[config.mk]
export PLATFORM = sky130hd
export DESIGN_NAME = jingle_sequencer_flat
export DESIGN_NICKNAME = d
export VERILOG_FILES = /design/src/rtl/jingle_if.sv /design/src/rtl/jingle_sequencer.sv /design/src/flat_wrapper.sv
export SDC_FILE = /design/constraint.sdc
export NUM_CORES = 1
export LEC_CHECK = 0
export BUFFER_PORTS_ARGS = -buffer_cell sky130_fd_sc_hd__buf_2
export CORE_UTILIZATION = 40
export CTS_CLUSTER_SIZE = 10
export DETAILED_ROUTE_END_ITERATION = 10
export HOLD_SLACK_MARGIN = 0.08
export PLACE_DENSITY = 0.53
export SLEW_MARGIN = 5
export SYNTH_ARGS = -nofsm -noshare
export SYNTH_HDL_FRONTEND = slang
export SYNTH_SLANG_ARGS = --single-unit
[constraint.sdc]
create_clock -name clk -period 4.1 [get_ports clk]
set_clock_uncertainty 0.05 [all_clocks]
set_input_delay 0.205 -clock clk [delete_from_list [all_inputs] [get_ports clk]]
set_output_delay 0.205 -clock clk [all_outputs]
set_load 0.02 [all_outputs]
[src/rtl/jingle_if.sv]
// Event-request and tone-output bundle between game logic and the jingle sequencer.
// master drives requests and the 1 ms tick; slave is the sequencer.
interface jingle_if;
  logic       tick_ms;
  logic [2:0] req;
  logic [3:0] tone;
  logic       enable_sound;
  logic       busy;
  logic [1:0] playing_id;
  logic       done;

  modport master (
    output tick_ms, req,
    input  tone, enable_sound, busy, playing_id, done
  );

  modport slave (
    input  tick_ms, req,
    output tone, enable_sound, busy, playing_id, done
  );
endinterface

[src/rtl/jingle_sequencer.sv]
// Prioritised jingle scheduler: latches event requests, picks the highest one and steps
// through its built-in note list, driving tone/enable_sound for the tone decoder.
module jingle_sequencer #(
  parameter int unsigned NOTE_TICKS = 100,
  parameter int unsigned GAP_TICKS  = 10
) (
  input logic      clk,
  input logic      reset,
  jingle_if.slave  bus
);

  localparam int unsigned MaxCnt = (7 * NOTE_TICKS > GAP_TICKS) ? 7 * NOTE_TICKS : GAP_TICKS;
  localparam int unsigned CntW   = $clog2(MaxCnt + 1);

  typedef enum logic [1:0] {StIdle, StLoad, StPlay, StGap} state_e;

  state_e          state_q, state_d;
  logic [2:0]      pend_q, pend_d;
  logic [1:0]      id_q, id_d;
  logic [2:0]      addr_q, addr_d;
  logic [CntW-1:0] cnt_q, cnt_d;
  logic [3:0]      tone_q, tone_d;
  logic            en_q, en_d;
  logic            done_q, done_d;

  logic [1:0] win, f_id;
  logic [2:0] win_oh, pend_clr, f_addr;
  logic       preempt, fetch, f_end;
  logic [6:0] entry;

  // Entry = {tone, dur}; dur == 0 marks the end of a jingle.
  function automatic logic [6:0] rom(input logic [1:0] id, input logic [2:0] a);
    logic [6:0] e;
    case ({id, a})
      5'b00_000: e = {4'd9,  3'd1};
      5'b00_001: e = {4'd5,  3'd1};
      5'b00_010: e = {4'd0,  3'd2};
      5'b01_000: e = {4'd0,  3'd1};
      5'b01_001: e = {4'd4,  3'd1};
      5'b01_010: e = {4'd7,  3'd1};
      5'b01_011: e = {4'd11, 3'd3};
      5'b10_000: e = {4'd7,  3'd2};
      5'b10_001: e = {4'd6,  3'd2};
      5'b10_010: e = {4'd5,  3'd2};
      5'b10_011: e = {4'd4,  3'd4};
      default:   e = '0;
    endcase
    return e;
  endfunction

  always_comb begin
    if (pend_q[2])      win = 2'd2;
    else if (pend_q[1]) win = 2'd1;
    else                win = 2'd0;
    win_oh = 3'b001 << win;
    case (id_q)
      2'd0:    preempt = |pend_q[2:1];
      2'd1:    preempt = pend_q[2];
      default: preempt = 1'b0;
    endcase
  end

  always_comb begin
    state_d  = state_q;
    id_d     = id_q;
    addr_d   = addr_q;
    cnt_d    = cnt_q;
    tone_d   = tone_q;
    en_d     = en_q;
    done_d   = 1'b0;
    pend_clr = '0;
    fetch    = 1'b0;
    f_end    = 1'b0;
    f_id     = id_q;
    f_addr   = addr_q;

    unique case (state_q)
      StIdle: if (pend_q != '0) state_d = StLoad;
      StLoad: begin
        f_id     = win;
        f_addr   = '0;
        pend_clr = win_oh;
        fetch    = 1'b1;
      end
      StPlay, StGap: begin
        if (preempt) begin
          en_d    = 1'b0;
          state_d = StLoad;
        end else if (bus.tick_ms) begin
          cnt_d = cnt_q - CntW'(1);
          if (cnt_q == CntW'(1)) begin
            en_d = 1'b0;
            if (state_q == StPlay && GAP_TICKS != 0) begin
              state_d = StGap;
              cnt_d   = CntW'(GAP_TICKS);
            end else if (addr_q == 3'd7) begin
              f_end = 1'b1;
            end else begin
              fetch  = 1'b1;
              f_addr = addr_q + 3'd1;
            end
          end
        end
      end
      default: state_d = StIdle;
    endcase

    // Loading an entry starts its note immediately, so gaps are exactly GAP_TICKS long.
    entry = rom(f_id, f_addr);
    if (fetch && entry[2:0] == 3'd0) f_end = 1'b1;

    if (f_end) begin
      done_d  = 1'b1;
      en_d    = 1'b0;
      state_d = StIdle;
      id_d    = '0;
      addr_d  = '0;
      cnt_d   = '0;
    end else if (fetch) begin
      tone_d  = entry[6:3];
      en_d    = 1'b1;
      cnt_d   = CntW'(entry[2:0]) * CntW'(NOTE_TICKS);
      id_d    = f_id;
      addr_d  = f_addr;
      state_d = StPlay;
    end

    // A request arriving in the selection cycle re-arms the bit.
    pend_d = (pend_q & ~pend_clr) | bus.req;
  end

  always_ff @(posedge clk) begin
    if (reset) begin
      state_q <= StIdle;
      pend_q  <= '0;
      id_q    <= '0;
      addr_q  <= '0;
      cnt_q   <= '0;
      tone_q  <= '0;
      en_q    <= 1'b0;
      done_q  <= 1'b0;
    end else begin
      state_q <= state_d;
      pend_q  <= pend_d;
      id_q    <= id_d;
      addr_q  <= addr_d;
      cnt_q   <= cnt_d;
      tone_q  <= tone_d;
      en_q    <= en_d;
      done_q  <= done_d;
    end
  end

  assign bus.tone         = tone_q;
  assign bus.enable_sound = en_q;
  assign bus.busy         = (state_q != StIdle);
  assign bus.playing_id   = id_q;
  assign bus.done         = done_q;

endmodule

[src/flat_wrapper.sv]
// flat-port wrapper written by rule: the top's interface ports become plain ports
module jingle_sequencer_flat 
#(
  parameter int unsigned NOTE_TICKS = 100,
  parameter int unsigned GAP_TICKS  = 10
)
  (clk, reset, bus_tick_ms, bus_req, bus_tone, bus_enable_sound, bus_busy, bus_playing_id, bus_done);
  jingle_if bus_i ();
  input logic clk;
  input logic reset;
  input wire logic [$bits(bus_i.tick_ms)-1:0] bus_tick_ms;
  input wire logic [$bits(bus_i.req)-1:0] bus_req;
  output wire logic [$bits(bus_i.tone)-1:0] bus_tone;
  output wire logic [$bits(bus_i.enable_sound)-1:0] bus_enable_sound;
  output wire logic [$bits(bus_i.busy)-1:0] bus_busy;
  output wire logic [$bits(bus_i.playing_id)-1:0] bus_playing_id;
  output wire logic [$bits(bus_i.done)-1:0] bus_done;
  assign bus_i.tick_ms = bus_tick_ms;
  assign bus_i.req = bus_req;
  assign bus_tone = bus_i.tone;
  assign bus_enable_sound = bus_i.enable_sound;
  assign bus_busy = bus_i.busy;
  assign bus_playing_id = bus_i.playing_id;
  assign bus_done = bus_i.done;
  jingle_sequencer #(.NOTE_TICKS(NOTE_TICKS), .GAP_TICKS(GAP_TICKS)) u_core (.clk(clk), .reset(reset), .bus(bus_i));
endmodule
# After elaboration in Yosys (flattened, before gate mapping)
# Memories as Yosys holds them, arrays and structs flattened.
# Cells that the tools add are included.
[word_totals]
register_bits = 26
latchBits = 0
ramBits = 0
rom_bits = 224
input_bits = 6
out_inout_bits = 9
elab_cells = 100
mem_count = 1
[op_classes]
addsub = 2
multipliers = 1
div_mod_pow = 0
n_lt_le_gt_ge = 0
eq_ne = 15
n_shift = 1
mux = 43
n_bitwise = 5
reduce_logical = 22
[memory_table]
columns = ["name", "depth", "word_bits", "read_ports", "rd_ports_with_merged_regs", "wr", "line_no", "source"]
rows = [
  ["(name not given)", 32, 7, 1, 0, 0, "jingle_sequencer.sv:34", "case ({id, a})"],
]
[ops]
columns = ["cell", "n"]
rows = [
  ["$mux W10", 6],
  ["$mux W1", 19],
  ["$mux W3", 6],
  ["$mux W2", 8],
  ["$reduce_bool A3 Y1", 4],
  ["$eq A10 B1 Y1 const B", 1],
  ["$reduce_and A5 Y1", 2],
  ["$sub A10 B1 Y10 const B", 1],
  ["$ne A3 B1 Y1 const B", 3],
  ["$reduce_and A3 Y1", 3],
  ["$mul A3 B5 Y8 const B", 1],
  ["$ne A4 B1 Y1 const B", 2],
  ["$reduce_bool A2 Y1", 4],
  ["$pmux W3 S2", 1],
  ["$reduce_or A2 Y1", 3],
  ["$eq A2 B1 Y1 const B", 2],
  ["$eq A2 B2 Y1 const B", 2],
  ["$logic_not A2 Y1", 2],
  ["$ne A4 B2 Y1 const B", 1],
  ["$pmux W1 S2", 2],
  ["$pmux W2 S2", 1],
  ["$add A3 B1 Y3 const B", 1],
  ["$and A3 B3 Y3", 1],
  ["$eq A3 B3 Y1 const B", 1],
  ["11 further kinds", 12],
]

# Depth between registers and ports, before layout
# Gate-level depths: netlist of the first run.
# An unclocked memory read counts as a cell.
[depth]
word_depth = 13
mapped_depth = 18
mapped_depth_nobuf = 18

# Least setup slack after synthesis of the first run
# OpenSTA, ideal clock, no wires.
[synth_path]
path_kind = "flip-flop to flip-flop"
startpoint = "register u_core.id_q[1], in the netlist u_core.bus.playing_id[1]"
endpoint = "register u_core.cnt_q[8]"
setup_ps = 120
t_arrival_ps = 3575
required_ps = 3930
setup_slack_ps = 355
stages_incl_launch_ff = 18
path_buffers = 1
period_less_slack_ps = 3745
cell_sequence = "dfxtp_1 -> buf_2 -> nor3b_1 -> or3b_4 -> o31ai_2 -> nor2_1 -> a21oi_1 -> inv_1 -> ha_1 -> a211o_1 -> a21oi_1 -> inv_1 -> ha_1 -> inv_1 -> ha_1 -> xor2_1 -> a32oi_1 -> a21oi_1"
[synth_via]
elab_chain_len = 9
word_cells_on_any_way = 21
classes_between = "mul (1); eq/ne (2); mux (10); reduce/logical (7); memory (1)"
[synth_rtl]
columns = ["element", "line_no", "source"]
rows = [
  ["start, declared", "jingle_sequencer.sv:19", "logic [1:0] id_q, id_d;"],
  ["start signal, assigned", "jingle_sequencer.sv:145", "id_q <= id_d;"],
  ["$eq A2 B1 Y1 / $logic_not A2 Y1 (equally long branches)", "jingle_sequencer.sv:56", "case (id_q)"],
  ["$pmux W1 S2 *", "jingle_sequencer.sv:56", ""],
  ["$mux W3 *", "jingle_sequencer.sv:86", "if (preempt) begin"],
  ["$pmux W3 S2 *", "jingle_sequencer.sv:77", "unique case (state_q)"],
  ["named net u_core.f_addr[0]", "jingle_sequencer.sv:27", "logic [2:0] win_oh, pend_clr, f_addr;"],
  ["$mem_v2 Z32 W7 *", "n/a", ""],
  ["parallel branches: the longest is 4 deep, another holds $mul A3 B5 Y8", "n/a", ""],
  ["end signal, assigned", "jingle_sequencer.sv:147", "cnt_q <= cnt_d;"],
  ["end, declared", "jingle_sequencer.sv:21", "logic [CntW-1:0] cnt_q, cnt_d;"],
]
# Mark *: on every way through the listed nets, which the timed path passes.
# A chain may end at the register's enable or synchronous reset.

# Worst setup path after layout of the first run
[layout_path]
startpoint = "register u_core.id_q[0], in the netlist u_core.bus.playing_id[0]"
endpoint = "register u_core.cnt_q[8]"
# The elaborated chain is that of the path after synthesis.

==> metrics.md, run 1 <==
| Metric | Value |
|---|---|
| Buf+Inv Stages, Crit Path | 3 |
| Initial antenna violation count | 0 |
| Fin. max-slew vios | 0 |
| Yosys top cell area share | slightly below 30% |
| CTS buffer count | 3 |
| Yosys reg bits | 26 |
| Clock Pin Slew Worst Setup and Hold Paths | about 0.09 ns |
| Largest family of logic cells by synthesized area | simple AND/OR/NAND/NOR gates |
| CTS tree | done |
| FMAX | around 260 MHz |
| Diodes inserted | 0 |
| WP data arrival | around 3.9 ns |
| Crit path cell chain | nor3b_1, or3b_4, o31ai_2, nor2_1, a21oi_1, inv_1, ha_1, a211o_1, a21oi_1, inv_1, ha_1, inv_1, ha_1, xor2_1, a32oi_1, a21oi_1 |
| Area of the die | approximately 0.0048 mm^2 |
| Synth cell count leaders | dfxtp_1 (26), a21oi_1 (21), nand2_1 (20) |
| Synth-to-layout area growth | 9.27% |
| Max-Cap Viols | 0 |
| GP Congestion | roughly 0.85 |
| Mean Syn Cell Area | ~8.4 um^2 |
| # nets final | about 250 |
| Most common flop cell mapped by yosys | dfxtp_1 |
| # hold bufs at CTS | 0 |
| Drt first pass iters | 4 |
| Cells after Synth | between 200 and 250 |
| Min Tclk post-route | around 3.8 ns |
| DRC | 0 |
| Compound-Gate Fraction of Synth Area | 21.1% |
| Simple-gate portion of the synthesized area | roughly 27% |
| DIE WIDTH | just under 70 um |
| Critical path fanouts, max | 8 |
| Delay-heaviest family, CP | compound AO/OA/AOI/OAI gates |
| Post-Synth Adder-Cell Area | roughly 9% |
| # setup viols final | 0 |
| Count leader, synth | dfxtp_1 |
| Grt total ovfl | 0 |
| Final hold violation count | 0 |
| PortBufs | 14 |
| RSZ-0062 raised after global routing | false |
| Status | completed |
| Worst EP required | 4.18 ns |
| Number of global-route vias before repair | approximately 1500 |
| Async SR Flop Fraction | 0% |
| Rows | 23 |
| Pin count of the biggest net entering global routing | 19 |
| All-Layer GR Usage | approximately 21% |
| Synthesized cell area | between 0.0015 and 0.002 mm^2 |
| Root buf cell | clkbuf_8 |
| Largest stage delay, worst path | roughly 0.48 ns |
| Clk Latency, worst-skew pair | approximately 0.27 ns |
| Worst rel slew slack | around 60% |
| Crit end category | flop |
| Global-route wire length before repair | approximately 7.6 mm |
| Final Util | a little under half |
| Slowest cell on the critical path | dfxtp_1 |
| Fraction of layout cells with a size suffix above 1 | ~18% |
| Peak supply drop | approximately 0.20 mV |
| Vias | between 1500 and 2000 |
| EDFF count, synth | 0 |
| CP Launch Type | flop |
| Mux contribution to synthesized area | 6.07% |
| # clock sinks | 26 |
| Dpl hpwl | between 3 and 4 mm |
| Top cells by area, synth | dfxtp_1 (29%), ha_1 (9.1%), a21oi_1 (5.9%), nand2_1 (4.2%), nor2_1 (4.0%) |
| Power Density | approximately 450 mW/mm^2 |
| Setup TNS | 0 ns |
| Post-Route WL | between 4 and 5 mm |
| WL/cell | roughly 16 um |
| Yosys warnings | 0 |
| Chip Height | slightly below 70 um |
| Synth Net Count | 233 |
| Pleak | roughly 0.82 nW |
| Pin slew with the least headroom to its limit | between 0.5 and 0.6 ns |
| Hold crit path type | in -> reg |
| Xor-xnor portion of the synthesized cell area | 1.95% |
| Leading area contributor after synthesis | dfxtp_1 |
| Final Cycle Share | roughly 92% |
| Sequential cell area fraction in the yosys report | between 20 and 30% |
| Initial core utilization | between 40% and 50% |
| Final ANT Viol Nets | 0 |
| Via/cell ratio | around 6 |
| Maximum clock path buffer count | 2 |
| H-tree depth | 1 |
| Total core area | just over 0.004 mm^2 |
| WS Path Type | reg -> reg |
| Total Power | around 890 uW |
| Starting DRC count in detailed routing | 150 |
| Netlist cell types | 55 |
| Io pins | 15 |
## flip-flops by register name, indices dropped and copies added (netlist names)
name / flops
u_core.bus.done: 1
u_core.cnt_q: 10
u_core.state_q: 2
u_core.bus.tone: 4
u_core.bus.playing_id: 2
u_core.pend_q: 3
u_core.bus.enable_sound: 1
u_core.addr_q: 3
## cells by family after synthesis
logic type | after synthesis
buffers and inverters | 22
AO/OA/AOI/OAI | 53
multiplexers | 10
AND/OR/NAND/NOR | 86
adder cells (fa/ha/maj) | 13
flip-flops | 26
XOR/XNOR | 4
## per-layer routing
metal / vias up / track usage [%] / share of wire [%]
met3: 4 / 2.14 / 2.6
met2: 20 / 38.1 / 50
met4: 0 / 6.12 / 0.78
met5: - / 0 / 0
li1: 803 / - / -
met1: 794 / 27.1 / 46
## path summary, 6_finish.rpt
path,startpoint,end,slack [ns],cells past startpoint
worst max-delay path,u_core.bus.playing_id[0],u_core.cnt_q[8],0.31,16
worst min register to register,u_core.bus.tone[2],u_core.bus.tone[2],0.42,2
worst min-delay path,bus_req[2],u_core.pend_q[2],0.09,3
worst max register to register,u_core.bus.playing_id[0],u_core.cnt_q[8],0.31,16
## power by group
group | switching, mW | internal, mW
sequential | 0.0450 | 0.289
clock | 0.0786 | 0.0658
combinational | 0.249 | 0.164
total | 0.373 | 0.518
## placed cells by master (no fill, tap or decap), drive strengths merged, types with 6 or more instances in the layout
master	synthesis	routed
a21oi	22	22
ha	13	13
buf	6	18
dfxtp	26	26
nor2b	7	7
nor3	6	6
nand2	20	20
nand3	8	8
inv	15	15
mux2	7	7
nor2	20	20
## worst min-delay path, delay by kind of cell
family / cells / cell delay [ns]
simple gates: 1 / 0.06
buf+inv: 1 / 0.08
compound gates: 1 / 0.03
## area by class of cell
class	instances	area (um^2)
tap	50	62.6
timing repair buffer	18	100
sequential	26	522
multi-input combinational	166	1180
inverter	15	56.3
clock buffer	3	41.3
fill	412	2180
## per-stage QoR
stage / instances / worst slack [ns] / hold slack (ns) / area, um^2
6_report: 278 / 0.314 / 0.0895 / 1960
2_1_floorplan: 214 / 0.355 / 0.272 / 1790
5_1_grt: 278 / 0.0294 / 0.116 / 1960
3_3_place_gp: 275 / 0.419 / 0.357 / 1920
3_5_place_dp: 275 / 0.298 / 0.368 / 1920
4_1_cts: 278 / 0.276 / 0.0873 / 1960
## what timing repair did
action / 4_1_cts / 5_1_grt
setup buffers: 0 / 0
resized for setup: 0 / 1
endpoints found under the setup margin: 0 / 2
endpoints found under the hold margin: 0 / 0
Note: power is estimated with default switching activity, not from simulation.
==> run 2, diff against run 1 <==
- CORE_MARGIN: default -> 2
- CORE_UTILIZATION: 40 -> 35
- PLACE_DENSITY: 0.53 -> 0.47
- SLEW_MARGIN: 5 -> 30
==> metrics.md, run 2 (synthesis results as in run 1) <==
| Metric | Value |
|---|---|
| Critical path fanouts, max | 10 |
| Rows | 26 |
| R2R cell count | 16 |
| Fin. max-slew vios | 0 |
| Commonest non-fill, non-tap cell in the layout | dfxtp_1 |
| Reg area | 520 um^2 |
| Crit end category | flop |
| Global route hottest layer | met2 |
| Global-route wire length before repair | between 7 and 8 mm |
| Grt met1 use | 23.7% |
| DRC | 0 |
| Drt first pass iters | 4 |
| Max reg flops | 10 |
| Final Cycle Share | 89.7% |
| Number of buffers added for setup after CTS | 0 |
| Area of the die | between 0.005 and 0.006 mm^2 |
| Power Density | between 400 and 500 mW/mm^2 |
| Final Util | between 40% and 50% |
| Pin slew with the least headroom to its limit | approximately 0.54 ns |
| RR Startpoint | u_core.bus.playing_id[1] |
| Via/cell ratio | 5.21 |
| WP data arrival | 3.78 ns |
| WS Path Type | reg -> reg |
| WL/cell | about 15 um |
| Clk pwr share | between 10% and 20% |
| Total core area | a little over 0.005 mm^2 |
| Diodes inserted | 0 |
| Global-route met2 utilization | about 29% |
| DIE WIDTH | 75.6 um |
| Peak supply drop | around 0.20 mV |
| Filler cell count | 523 |
| # setup viols final | 0 |
| # nets final | approximately 250 |
| H-tree depth | 1 |
| Initial core utilization | 35.6% |
| Maximum clock path buffer count | 2 |
| Worst rel slew slack | about 63% |
| RSZ-0062 raised after global routing | false |
| Chip Height | ~76 um |
| Commonest non-fill, non-tap cells in the layout | dfxtp_1 (26), a21oi_1 (21), nand2_1 (20) |
| Worst EP required | around 4.2 ns |
| GP Congestion | between 0.8 and 0.9 |
| Crit path to | u_core.cnt_q[8] |
| All-Layer GR Usage | between 15 and 20% |
| Min Tclk post-route | roughly 3.7 ns |
| Setup TNS | 0 ns |
| Final ANT Viol Nets | 0 |
| Combinational share of power | 46.3% |
| Grt total ovfl | 0 |
| CP Launch Type | flop |
| Reg2reg end | u_core.cnt_q[8] |
| CTS buffer count | 3 |
| Resized Gates After CTS | 0 |
| Final hold violation count | 0 |
| Pint | about 550 uW |
| Synth-to-layout area growth | 13.0% |
| Post-Route WL | about 4.5 mm |
| Clk Latency, worst-skew pair | 0.27 ns |
| Vias | 1579 |
| Reg2reg setup slack | about 0.42 ns |
| Pin count of the biggest net entering global routing | 19 |
| Sw Share | between 40% and 50% |
| FMAX | approximately 270 MHz |
| CTS tree | done |
| Worst Setup SP | u_core.bus.playing_id[1] |
| Io pins | 15 |
| Flop pwr share | approximately 36% |
| Hold crit path type | in -> reg |
| Root buf cell | clkbuf_8 |
| Fraction of layout cells with a size suffix above 1 | around 19% |
| Number of global-route vias before repair | around 1500 |
| PortBufs | 14 |
| Max-Cap Viols | 0 |
| # clock sinks | 26 |
| Reg with most FFs | u_core.cnt_q |
| Multi-input gate area | roughly 0.0012 mm^2 |
| M3 GR Usage | under 10% |
| Dpl hpwl | roughly 3.5 mm |
| Pleak | roughly 0.85 nW |
| Net switching power | roughly 370 uW |
| Initial antenna violation count | 0 |
| Status | completed |
| # hold bufs at CTS | 0 |
| Starting DRC count in detailed routing | 56 |
| Clock Pin Slew Worst Setup and Hold Paths | about 0.09 ns |
[run 2: critical path, stage by stage (launching register included)]
cell and delay (ns):
dfxtp_1 0.53, nor3b_1 0.11, or3b_4 0.47, o31ai_2 0.28, nor2_1 0.06, a21oi_1 0.27, inv_1 0.15, ha_1 0.23
a211o_1 0.25, a21oi_1 0.21, inv_1 0.09, ha_1 0.28, inv_1 0.04, ha_1 0.19, xor2_1 0.16, a32oi_1 0.14
a21oi_1 0.09
[run 2: how the worst min path moves through the flow]
stage,cells after the start,slack (ns),from,to
floorplan,2,0.27,bus_req[0],u_core.pend_q[0]
global placement,3,0.36,bus_req[2],u_core.pend_q[2]
detailed placement,3,0.37,bus_req[2],u_core.pend_q[2]
CTS,3,0.09,bus_req[2],u_core.pend_q[2]
global route,3,0.09,bus_req[1],u_core.pend_q[1]
finish,3,0.09,bus_req[2],u_core.pend_q[2]
[run 2: per-layer routing]
layer | vias up | routed length [um]
li1 | 815 | -
met1 | 738 | 2180
met2 | 24 | 2190
met3 | 2 | 90
met4 | 0 | 30
met5 | - | 0
[run 2: power groups by stage]
stage          registers (mW)  clock network [mW]  logic (mW)
2_1_floorplan           0.338                   0       0.304
3_3_place_gp            0.334                   0       0.432
3_5_place_dp            0.333                   0       0.429
4_1_cts                 0.327               0.176       0.430
5_1_grt                 0.334               0.185       0.473
6_report                0.327               0.168       0.426
[run 2: area by class of cell]
type / instances / share of cell area (%)
Sequential cell: 26 / 25.7
Inverter: 15 / 2.78
Clock buffer: 4 / 2.71
Timing Repair Buffer: 22 / 6.42
Multi-Input combinational cell: 166 / 58.1
Tap cell: 70 / 4.32
[run 2: metrics by stage]
stage	instance area, um^2	cells	hold slack, ns	worst slack [ns]	power (mW)
final	2030	303	0.0870	0.423	0.921
after global routing	2030	303	0.0903	0.0832	0.991
after CTS	2030	303	0.0861	0.432	0.933
after detailed placement	1970	299	0.367	0.463	0.762
after global placement	1970	299	0.362	0.575	0.765
after floorplan	1790	214	0.272	0.355	0.643
==> run 3, diff against run 2 <==
- PLACE_DENSITY: 0.47 -> 0.49
- clock period: 4.1 -> 3.05 ns (I/O delays scaled with it)
==> metrics.md, run 3 (synthesis results as in run 1) <==
| Metric | Value |
|---|---|
| Status | complete, but fails checks |
| Failing checks | setup timing |
| Total placed instance area | around 0.0023 mm^2 |
| All-Layer GR Usage | between 10% and 20% |
| Commonest non-fill, non-tap cells in the layout | buf_4 (47), nand2_1 (20), nor2_1 (18), dfxtp_1 (18) |
| Via/cell ratio | ~5.2 |
| Post-route worst setup slack | -0.154 ns |
| Initial core utilization | between 30 and 40% |
| Pleak | 1.13 nW |
| # nets final | between 300 and 400 |
| Multi-input gate area | around 0.0014 mm^2 |
| Layout Cell Area excl Fill | 0.00274 mm^2 |
| CP Launch Type | flop |
| Clk pwr share | roughly 15% |
| # clock sinks | 26 |
| Clock Pin Slew Worst Setup and Hold Paths | roughly 0.1 ns |
| Fin. max-slew vios | 0 |
| DRC | 0 |
| Synth-to-layout area growth | 52.5% |
| WS Path Type | reg -> reg |
| R2R cell count | 16 |
| RR Startpoint | u_core.pend_q[1] |
| PortBufs | 14 |
| Vias | between 1500 and 2000 |
| Hold Slack | roughly 0.15 ns |
| Non-filler cells in the finished layout | 353 |
| Power Density | 527 mW/mm^2 |
| Pin slew with the least headroom to its limit | between 0.5 and 0.6 ns |
| Setup TNS | -2.27 ns |
| WL/cell | ~16 um |
| FMAX | between 300 and 400 MHz |
| DIE WIDTH | 75.6 um |
| Hold crit path type | in -> reg |
| Total core area | 0.00504 mm^2 |
| Final Cycle Share | 105% |
| H-tree depth | 1 |
| Number of global-route vias before repair | around 1700 |
| Sw Share | 41.0% |
| Max reg flops | 10 |
| Reg area | 533 um^2 |
| Dpl hpwl | 3.86 mm |
| Combinational share of power | 55.7% |
| Largest stage delay, worst path | ~0.41 ns |
| Reg with most FFs | u_core.cnt_q |
| Root buf cell | clkbuf_8 |
| Maximum clock path buffer count | 2 |
| Clk Latency, worst-skew pair | roughly 0.27 ns |
| Chip Height | roughly 76 um |
| Reg2reg setup slack | -0.15 ns |
| Commonest non-fill, non-tap cell in the layout | buf_4 |
| CTS tree | done |
| Crit path cell chain | nor3b_4, or3b_4, nor3_4, mux2_4, inv_4, buf_6, ha_4, a211o_1, a21oi_4, inv_2, buf_6, ha_4, o21ai_4, o211ai_4, clkbuf_16, nor2_1 |
| Starting DRC count in detailed routing | 78 |
| # setup viols final | 20 |
| Area of the die | roughly 0.0057 mm^2 |
| Global-route wire length before repair | 8.40 mm |
| Worst EP required | ~3.2 ns |
| Final ANT Viol Nets | 0 |
| Pint | approximately 850 uW |
| Min-Delay Endpoint | u_core.pend_q[1] |
| Net switching power | between 500 and 600 uW |
| Peak supply drop | between 0.2 and 0.3 mV |
| Post-Route WL | roughly 5.5 mm |
| Slowest cell on the critical path | or3b_4 |
| HP Start | reset |
| Initial antenna violation count | 0 |
| Critical path fanouts, max | 9 |
| Flop pwr share | approximately 30% |
| Max-Cap Viols | 0 |
| Fraction of layout cells with a size suffix above 1 | about 47% |
| Final hold violation count | 0 |
| Crit end category | flop |
| Drt first pass iters | 4 |
| Cells after DPL | around 330 |
| Reg2reg end | u_core.bus.playing_id[1] |
| Pin count of the biggest net entering global routing | 19 |
| Rows | 26 |
| RSZ-0062 raised after global routing | true |
| Final Util | 54.3% |
| GP Congestion | around 0.84 |
| WP data arrival | between 3 and 4 ns |
| Worst Setup SP | u_core.pend_q[1] |
| Filler cell count | 475 |
| Grt total ovfl | 0 |
| Diodes inserted | 0 |
| Io pins | 15 |
| Min Tclk post-route | between 3 and 4 ns |
| Worst rel slew slack | 66.1% |
| CTS buffer count | 3 |
| Hold Path Stages | 2 |
## run 3: changes by cell type in the layout (fill, tap and decap cells not counted), sizes merged
cell	change
buf	+45
dlygate4sd3	+3
clkbuf	+2
## run 3: worst max-delay path: cells and delay by family (launching register included)
kind            cells  cell delay (ns)
fa+ha+maj           2             0.28
flops               1             0.33
compound gates      4             0.59
simple gates        4             0.86
mux                 1             0.35
buf+inv             5             0.61
## run 3: cell type report
class	count	share of cell area [%]
Clock buffer	4	1.65
Multi-Input combinational cell	166	52.4
Inverter	15	2.15
Tap cell	70	3.20
Timing Repair Buffer	72	21.2
Sequential cell	26	19.5
## run 3: worst max-delay path by stage
stage	cells past startpoint	slack (ns)	endpoint
floorplan	17	-0.29	u_core.cnt_q[8]
global placement	18	-0.14	u_core.cnt_q[8]
detailed placement	18	-0.19	u_core.cnt_q[8]
CTS	16	-0.17	u_core.cnt_q[8]
global route	16	-0.28	u_core.cnt_q[8]
finish	16	-0.15	u_core.bus.playing_id[1]
## run 3: metrics by stage
step / setup slack (ns) / power, mW
CTS: -0.171 / 1.39
floorplan: -0.293 / 0.879
global placement: -0.136 / 1.12
finish: -0.154 / 1.44
global route: -0.283 / 1.53
detailed placement: -0.191 / 1.12
## run 3: what timing repair did
item                                    CTS  global route
gates resized for setup                  18            26
pin swaps                                 8            15
setup buffers                             4             7
cloned                                    0             2
hold endpoints to repair                  3             0
endpoints found under the setup margin   22            22
hold buffers                              3             0
## run 3: power groups by stage
stage / logic [mW] / registers (mW) / clock network [mW]
after global placement: 0.690 / 0.433 / 0
after global routing: 0.873 / 0.435 / 0.226
after detailed placement: 0.685 / 0.433 / 0
after floorplan: 0.421 / 0.457 / 0
after CTS: 0.740 / 0.427 / 0.219
final: 0.804 / 0.429 / 0.210
## run 3: per-layer routing
metal / up-vias / track usage, % / routed length, um
met3: 10 / 1.72 / 109
met5: - / 0 / 0
met4: 0 / 4.68 / 70
met2: 32 / 34.8 / 2790
met1: 874 / 25.4 / 2530
li1: 913 / - / -
